==> config.mk <==
export PLATFORM = sky130hd
export DESIGN_NAME = ex_stage
export DESIGN_NICKNAME = d
export VERILOG_FILES = /design/src/rtl/ex_stage_pkg.sv /design/src/rtl/ex_stage_alu.sv /design/src/rtl/ex_stage.sv
export SDC_FILE = /design/constraint.sdc
export NUM_CORES = 1
export LEC_CHECK = 0
export BUFFER_PORTS_ARGS = -buffer_cell sky130_fd_sc_hd__buf_2
export CORE_AREA = 2 2 173 175
export DETAILED_ROUTE_END_ITERATION = 12
export DIE_AREA = 0 0 175 177
export HOLD_SLACK_MARGIN = 0.08
export PLACE_DENSITY_LB_ADDON = 0.05
export RECOVER_POWER = 25
export SETUP_SLACK_MARGIN = 0.2
export SLEW_MARGIN = 20
export SYNTH_ARGS = -nofsm -noshare
export SYNTH_HDL_FRONTEND = slang
export SYNTH_SLANG_ARGS = --single-unit
==> constraint.sdc <==
create_clock -name clk -period 19.41 [get_ports clk]
set_input_delay 1.941 -clock clk [delete_from_list [all_inputs] [get_ports clk]]
set_output_delay 1.941 -clock clk [all_outputs]
set_load 0.02 [all_outputs]
==> src/rtl/ex_stage_pkg.sv <==
// Shared encodings for the RV32I execute stage and the ALU decoder, plus
// the pipeline-register layouts used by ex_stage.
package ex_stage_pkg;
  localparam int XLEN = 32;

  localparam logic [2:0] ALU_ADD = 3'b000;
  localparam logic [2:0] ALU_SUB = 3'b001;
  localparam logic [2:0] ALU_AND = 3'b010;
  localparam logic [2:0] ALU_OR  = 3'b011;
  localparam logic [2:0] ALU_SLT = 3'b101;

  localparam logic [1:0] RS_ALU = 2'b00;
  localparam logic [1:0] RS_MEM = 2'b01;
  localparam logic [1:0] RS_PC4 = 2'b10;

  localparam logic [1:0] FWD_RF = 2'b00;
  localparam logic [1:0] FWD_W  = 2'b01;
  localparam logic [1:0] FWD_M  = 2'b10;

  typedef struct packed {
    logic [XLEN-1:0] rd1;
    logic [XLEN-1:0] rd2;
    logic [XLEN-1:0] imm;
    logic [XLEN-1:0] pc;
    logic [XLEN-1:0] pc4;
    logic [4:0]      rs1;
    logic [4:0]      rs2;
    logic [4:0]      rd;
    logic            regwrite;
    logic            memwrite;
    logic            jump;
    logic            branch;
    logic            alusrc;
    logic [1:0]      resultsrc;
    logic [2:0]      aluctl;
  } idex_t;

  typedef struct packed {
    logic            regwrite;
    logic [1:0]      resultsrc;
    logic            memwrite;
    logic [XLEN-1:0] alu_result;
    logic [XLEN-1:0] write_data;
    logic [4:0]      rd;
    logic [XLEN-1:0] pc4;
  } exmem_t;

  // Select 11 is unused and falls back to the register-file operand.
  function automatic logic [XLEN-1:0] fwd_mux(input logic [1:0] sel,
                                               input logic [XLEN-1:0] rf,
                                               input logic [XLEN-1:0] w,
                                               input logic [XLEN-1:0] m);
    case (sel)
      FWD_W:   fwd_mux = w;
      FWD_M:   fwd_mux = m;
      default: fwd_mux = rf;
    endcase
  endfunction
endpackage

==> src/rtl/ex_stage_alu.sv <==
// 32-bit combinational ALU: add, sub, and, or, signed set-less-than.
module alu
  import ex_stage_pkg::*;
(
  input  logic [XLEN-1:0] SrcA,
  input  logic [XLEN-1:0] SrcB,
  input  logic [2:0]      ALUControl,
  output logic [XLEN-1:0] ALUResult,
  output logic            Zero
);
  logic [XLEN-1:0] w_diff;
  logic            w_ovf;
  logic            w_lt;

  assign w_diff = SrcA - SrcB;
  // Signed less-than is N xor V of the subtraction, so it holds across overflow.
  assign w_ovf  = (SrcA[XLEN-1] ^ SrcB[XLEN-1]) & (w_diff[XLEN-1] ^ SrcA[XLEN-1]);
  assign w_lt   = w_diff[XLEN-1] ^ w_ovf;

  always_comb begin
    ALUResult = '0;
    case (ALUControl)
      ALU_ADD: ALUResult = SrcA + SrcB;
      ALU_SUB: ALUResult = w_diff;
      ALU_AND: ALUResult = SrcA & SrcB;
      ALU_OR:  ALUResult = SrcA | SrcB;
      ALU_SLT: ALUResult = {{(XLEN-1){1'b0}}, w_lt};
      default: ALUResult = '0;
    endcase
  end

  assign Zero = (ALUResult == '0);
endmodule

==> src/rtl/ex_stage.sv <==
// Execute stage: ID/EX register, operand forwarding, ALU, branch resolution
// and the EX/MEM register.
module ex_stage
  import ex_stage_pkg::*;
(
  input  logic            clk,
  input  logic            reset,
  input  logic            FlushE,
  input  logic [XLEN-1:0] RD1D,
  input  logic [XLEN-1:0] RD2D,
  input  logic [XLEN-1:0] ImmExtD,
  input  logic [XLEN-1:0] PCD,
  input  logic [XLEN-1:0] PCPlus4D,
  input  logic [4:0]      Rs1D,
  input  logic [4:0]      Rs2D,
  input  logic [4:0]      RdD,
  input  logic            RegWriteD,
  input  logic            MemWriteD,
  input  logic            JumpD,
  input  logic            BranchD,
  input  logic            ALUSrcD,
  input  logic [1:0]      ResultSrcD,
  input  logic [2:0]      ALUControlD,
  input  logic [1:0]      ForwardAE,
  input  logic [1:0]      ForwardBE,
  input  logic [XLEN-1:0] ResultW,
  output logic [4:0]      Rs1E,
  output logic [4:0]      Rs2E,
  output logic [4:0]      RdE,
  output logic            ResultSrcE0,
  output logic            PCSrcE,
  output logic [XLEN-1:0] PCTargetE,
  output logic            RegWriteM,
  output logic            MemWriteM,
  output logic [1:0]      ResultSrcM,
  output logic [XLEN-1:0] ALUResultM,
  output logic [XLEN-1:0] WriteDataM,
  output logic [XLEN-1:0] PCPlus4M,
  output logic [4:0]      RdM
);
  idex_t           r_e;
  exmem_t          r_m;
  idex_t           w_d;
  exmem_t          w_m_next;
  logic [XLEN-1:0] w_srca;
  logic [XLEN-1:0] w_wdata;
  logic [XLEN-1:0] w_srcb;
  logic [XLEN-1:0] w_alu_res;
  logic            w_zero;

  always_comb begin
    w_d           = '0;
    w_d.rd1       = RD1D;
    w_d.rd2       = RD2D;
    w_d.imm       = ImmExtD;
    w_d.pc        = PCD;
    w_d.pc4       = PCPlus4D;
    w_d.rs1       = Rs1D;
    w_d.rs2       = Rs2D;
    w_d.rd        = RdD;
    w_d.regwrite  = RegWriteD;
    w_d.memwrite  = MemWriteD;
    w_d.jump      = JumpD;
    w_d.branch    = BranchD;
    w_d.alusrc    = ALUSrcD;
    w_d.resultsrc = ResultSrcD;
    w_d.aluctl    = ALUControlD;
  end

  // A flush loads an all-zero bubble: no write, no branch, no jump.
  always_ff @(posedge clk) begin
    if (reset || FlushE) r_e <= '0;
    else                 r_e <= w_d;
  end

  assign w_srca  = fwd_mux(ForwardAE, r_e.rd1, ResultW, r_m.alu_result);
  assign w_wdata = fwd_mux(ForwardBE, r_e.rd2, ResultW, r_m.alu_result);
  assign w_srcb  = r_e.alusrc ? r_e.imm : w_wdata;

  alu u_alu (
    .SrcA       (w_srca),
    .SrcB       (w_srcb),
    .ALUControl (r_e.aluctl),
    .ALUResult  (w_alu_res),
    .Zero       (w_zero)
  );

  assign PCSrcE      = (r_e.branch & w_zero) | r_e.jump;
  assign PCTargetE   = r_e.pc + r_e.imm;
  assign Rs1E        = r_e.rs1;
  assign Rs2E        = r_e.rs2;
  assign RdE         = r_e.rd;
  assign ResultSrcE0 = r_e.resultsrc[0];

  always_comb begin
    w_m_next            = '0;
    w_m_next.regwrite   = r_e.regwrite;
    w_m_next.resultsrc  = r_e.resultsrc;
    w_m_next.memwrite   = r_e.memwrite;
    w_m_next.alu_result = w_alu_res;
    w_m_next.write_data = w_wdata;
    w_m_next.rd         = r_e.rd;
    w_m_next.pc4        = r_e.pc4;
  end

  always_ff @(posedge clk) begin
    if (reset) r_m <= '0;
    else       r_m <= w_m_next;
  end

  assign RegWriteM  = r_m.regwrite;
  assign MemWriteM  = r_m.memwrite;
  assign ResultSrcM = r_m.resultsrc;
  assign ALUResultM = r_m.alu_result;
  assign WriteDataM = r_m.write_data;
  assign PCPlus4M   = r_m.pc4;
  assign RdM        = r_m.rd;
endmodule

==> results.json <==
{
  "status": "finished, violations left",
  "violations": "max-capacitance violations, max-slew violations",
  "chipWidth_um": 175,
  "fin_crit_ns": 11.13,
  "relSlewSlack_pct": -85.9,
  "max_freq_mhz": 89.8,
  "port_buffers": 377,
  "grt_pass1_vias": 13700,
  "layout_common_cells": "buf_2, dfxtp_1, nor2_1, and2_1, ha_1",
  "yosys_warnings": 0,
  "min_path_type": "reg -> reg",
  "synth_area_sq_mm": 0.0158,
  "yosys_most_used_dff": "dfxtp_1",
  "yosysSeqAreaShare_pct": 36.6,
  "drt-total-wl_um": 53600,
  "maxCapViolations": 1,
  "post_cts_buffers": 0,
  "synth_edf_count": 0,
  "synth_fa_ha_area_share_pct": 11.6,
  "initial_utilization_pct": 54.2,
  "areaGrowthSynthToFinish_pct": 18.6,
  "peakVddDrop_mv": 0.0755,
  "timing_hold_violations_final": 0,
  "crit_fanout": 64,
  "p_per_area_mw_per_mm2": 86.4,
  "synthArstFlopShare_pct": 0,
  "synth-seq-cells": 290,
  "ant_nets": 0,
  "clk_path_buf_depth": 3,
  "crit_type": "in -> out",
  "period_share_pct": 57.3,
  "holdWs_ns": 0.421,
  "grt-ovfl-total": 0,
  "avgSynthCellArea_sq_um": 8.45,
  "final_area_sq_mm": 0.0188,
  "arrival_ns": 9.19,
  "die_y_um": 177,
  "final_common_cell": "buf_2",
  "slowest_stage": "or4_1",
  "fillers": 2558,
  "clk_pin_slew_worst_paths_ns": 0.06,
  "rows": 63,
  "hold_buffers": 0,
  "syn-instance-count": 1875,
  "cts_sinks": 290,
  "slowest_delay_ns": 0.56,
  "worst_setup_path_end_kind": "output port",
  "drt-vias-per-instance": 5.69,
  "num_vias": 14800,
  "synth_top_family_by_area": "compound AO/OA/AOI/OAI gates",
  "drv_slew": 89,
  "place_area_sq_mm": 0.0177,
  "antenna_found_initial": 13,
  "start_kind": "input pin",
  "worstSkewPairLatency_ns": 0.56,
  "drtPass1Iterations": 6,
  "drtIter0Drc": 1837,
  "postLayoutSetupSlackWorst_ns": 8.28,
  "synthMuxAreaShare_pct": 0.592,
  "ctsResizeCount": 0,
  "rsz0062_at_grt": "no",
  "place_congestion": 0.999,
  "ys_types": 85,
  "grt_usage_pct": 33.0,
  "grt_first_pass_wirelength_um": 79300,
  "tightest_slew_ns": 2.79,
  "post-place-ws_ns": 8.40,
  "drive_above_1_share_pct": 21.4,
  "ios": 378,
  "dp.final_hpwl_um": 41000,
  "cts_tree": "done",
  "clock_tree.root_cell": "clkbuf_16",
  "tns_ns": 0,
  "syn-num-nets": 2243,
  "core_area_sq_mm": 0.0292,
  "fp.dieArea_sq_mm": 0.0310,
  "fin_nets": 2540,
  "synth_xor_area_share_pct": 2.32,
  "synth_compound_area_share_pct": 21.2,
  "avgRoutedWirePerCell_um": 20.7,
  "finClkSkew_ns": 0.0227,
  "final_core_util_pct": 64.3,
  "htreeDepth": 1,
  "grt_max_degree": 98,
  "cts_buffers": 30,
  "p_leak_nw": 8.64,
  "setup_viol": 0,
  "synth-simple-area-share_pct": 21.1,
  "drc": 0,
  "required_ns": 17.47
}
per-stage QoR:
step | total power, mW | cells
after floorplan | 0.891 | 1875
after global placement | 1.00 | 2530
after detailed placement | 1.01 | 2530
after CTS | 1.62 | 2585
after global routing | 1.68 | 2589
final | 1.62 | 2593
critical path, delay by kind of cell:
| kind | cells | cell delay, ns |
|---|---|---|
| buffers and inverters | 4 | 0.86 |
| AOI/OAI and AO/OA | 14 | 3.19 |
| and+or+nand+nor | 8 | 2.17 |
| adders and majority gates | 3 | 0.99 |
flip-flops by register name, indices dropped and copies added (netlist names):
register,count
r_e,169
ALUResultM,32
PCPlus4M,32
WriteDataM,32
RdE,5
RdM,5
Rs1E,5
Rs2E,5
ResultSrcM,2
MemWriteM,1
RegWriteM,1
ResultSrcE0,1
metal layers:
| metal | wire length [um] | global-route usage [%] | part of all wire [%] |
|---|---|---|---|
| met1 | 22300 | 44.1 | 42 |
| met2 | 23900 | 52.3 | 45 |
| met3 | 5670 | 8.76 | 11 |
| met4 | 1620 | 9.86 | 3.0 |
| met5 | 73 | 0 | 0.14 |
cell usage after synthesis (7+ instances only):
| cell | number | area share (%) |
|---|---|---|
| dfxtp_1 | 290 | 37 |
| and2_1 | 192 | 7.6 |
| nor2_1 | 167 | 4.0 |
| ha_1 | 140 | 11 |
| a21oi_1 | 138 | 4.4 |
| inv_1 | 112 | 2.7 |
| o21ai_0 | 107 | 3.4 |
| nand2_1 | 101 | 2.4 |
| clkbuf_1 | 81 | 1.9 |
| a22oi_1 | 65 | 3.1 |
| nor2b_1 | 59 | 2.3 |
| nor3_1 | 29 | 0.92 |
| xnor2_1 | 29 | 1.6 |
| a21o_1 | 28 | 1.3 |
| a211oi_1 | 27 | 1.3 |
| nand3_1 | 21 | 0.66 |
| o21a_1 | 19 | 0.90 |
| o21bai_1 | 17 | 0.81 |
| buf_4 | 16 | 0.76 |
| xor2_1 | 13 | 0.72 |
| nand2b_1 | 12 | 0.47 |
| buf_1 | 11 | 0.26 |
| nor4_1 | 10 | 0.39 |
| a31oi_1 | 9 | 0.36 |
| o211ai_1 | 9 | 0.43 |
| o31a_1 | 9 | 0.50 |
| and3_1 | 8 | 0.32 |
| o31ai_1 | 7 | 0.33 |
logic make-up after synthesis:
group,Yosys count
flops,290
fa+ha+maj,144
compound gates,511
buf+inv,238
xor+xnor,42
mux,9
simple gates,641
worst paths after layout:
kind / from / endpoint / slack, ns / depth (start not counted)
setup / recovery: ForwardBE[0] / PCSrcE / 8.28 / 29
setup reg to reg: r_e[5]$_SDFF_PP0_ / ALUResultM[31]$_SDFF_PP0_ / 13.70 / 19
hold / removal: r_e[50]$_SDFF_PP0_ / PCPlus4M[25]$_SDFF_PP0_ / 0.42 / 1
hold reg to reg: r_e[50]$_SDFF_PP0_ / PCPlus4M[25]$_SDFF_PP0_ / 0.42 / 1
layout make-up:
class                      instances  area, sq um  area share [%]
antenna                            8         20.0           0.107
clock buffer                      43          901            4.79
clock inverter                    12          178           0.946
inverter                         113          424            2.26
multi-input combinational       1347         8990            47.9
sequential                       290         5810            30.9
tap                              390          488            2.60
timing repair buffer             390         1980            10.5
where the power goes:
group / switching (mW) / total (mW) / internal, mW
Clock: 0.242 / 0.617 / 0.375
Combinational: 0.229 / 0.360 / 0.131
Sequential: 0.0213 / 0.645 / 0.624
Note: power is estimated with default switching activity, not from simulation.
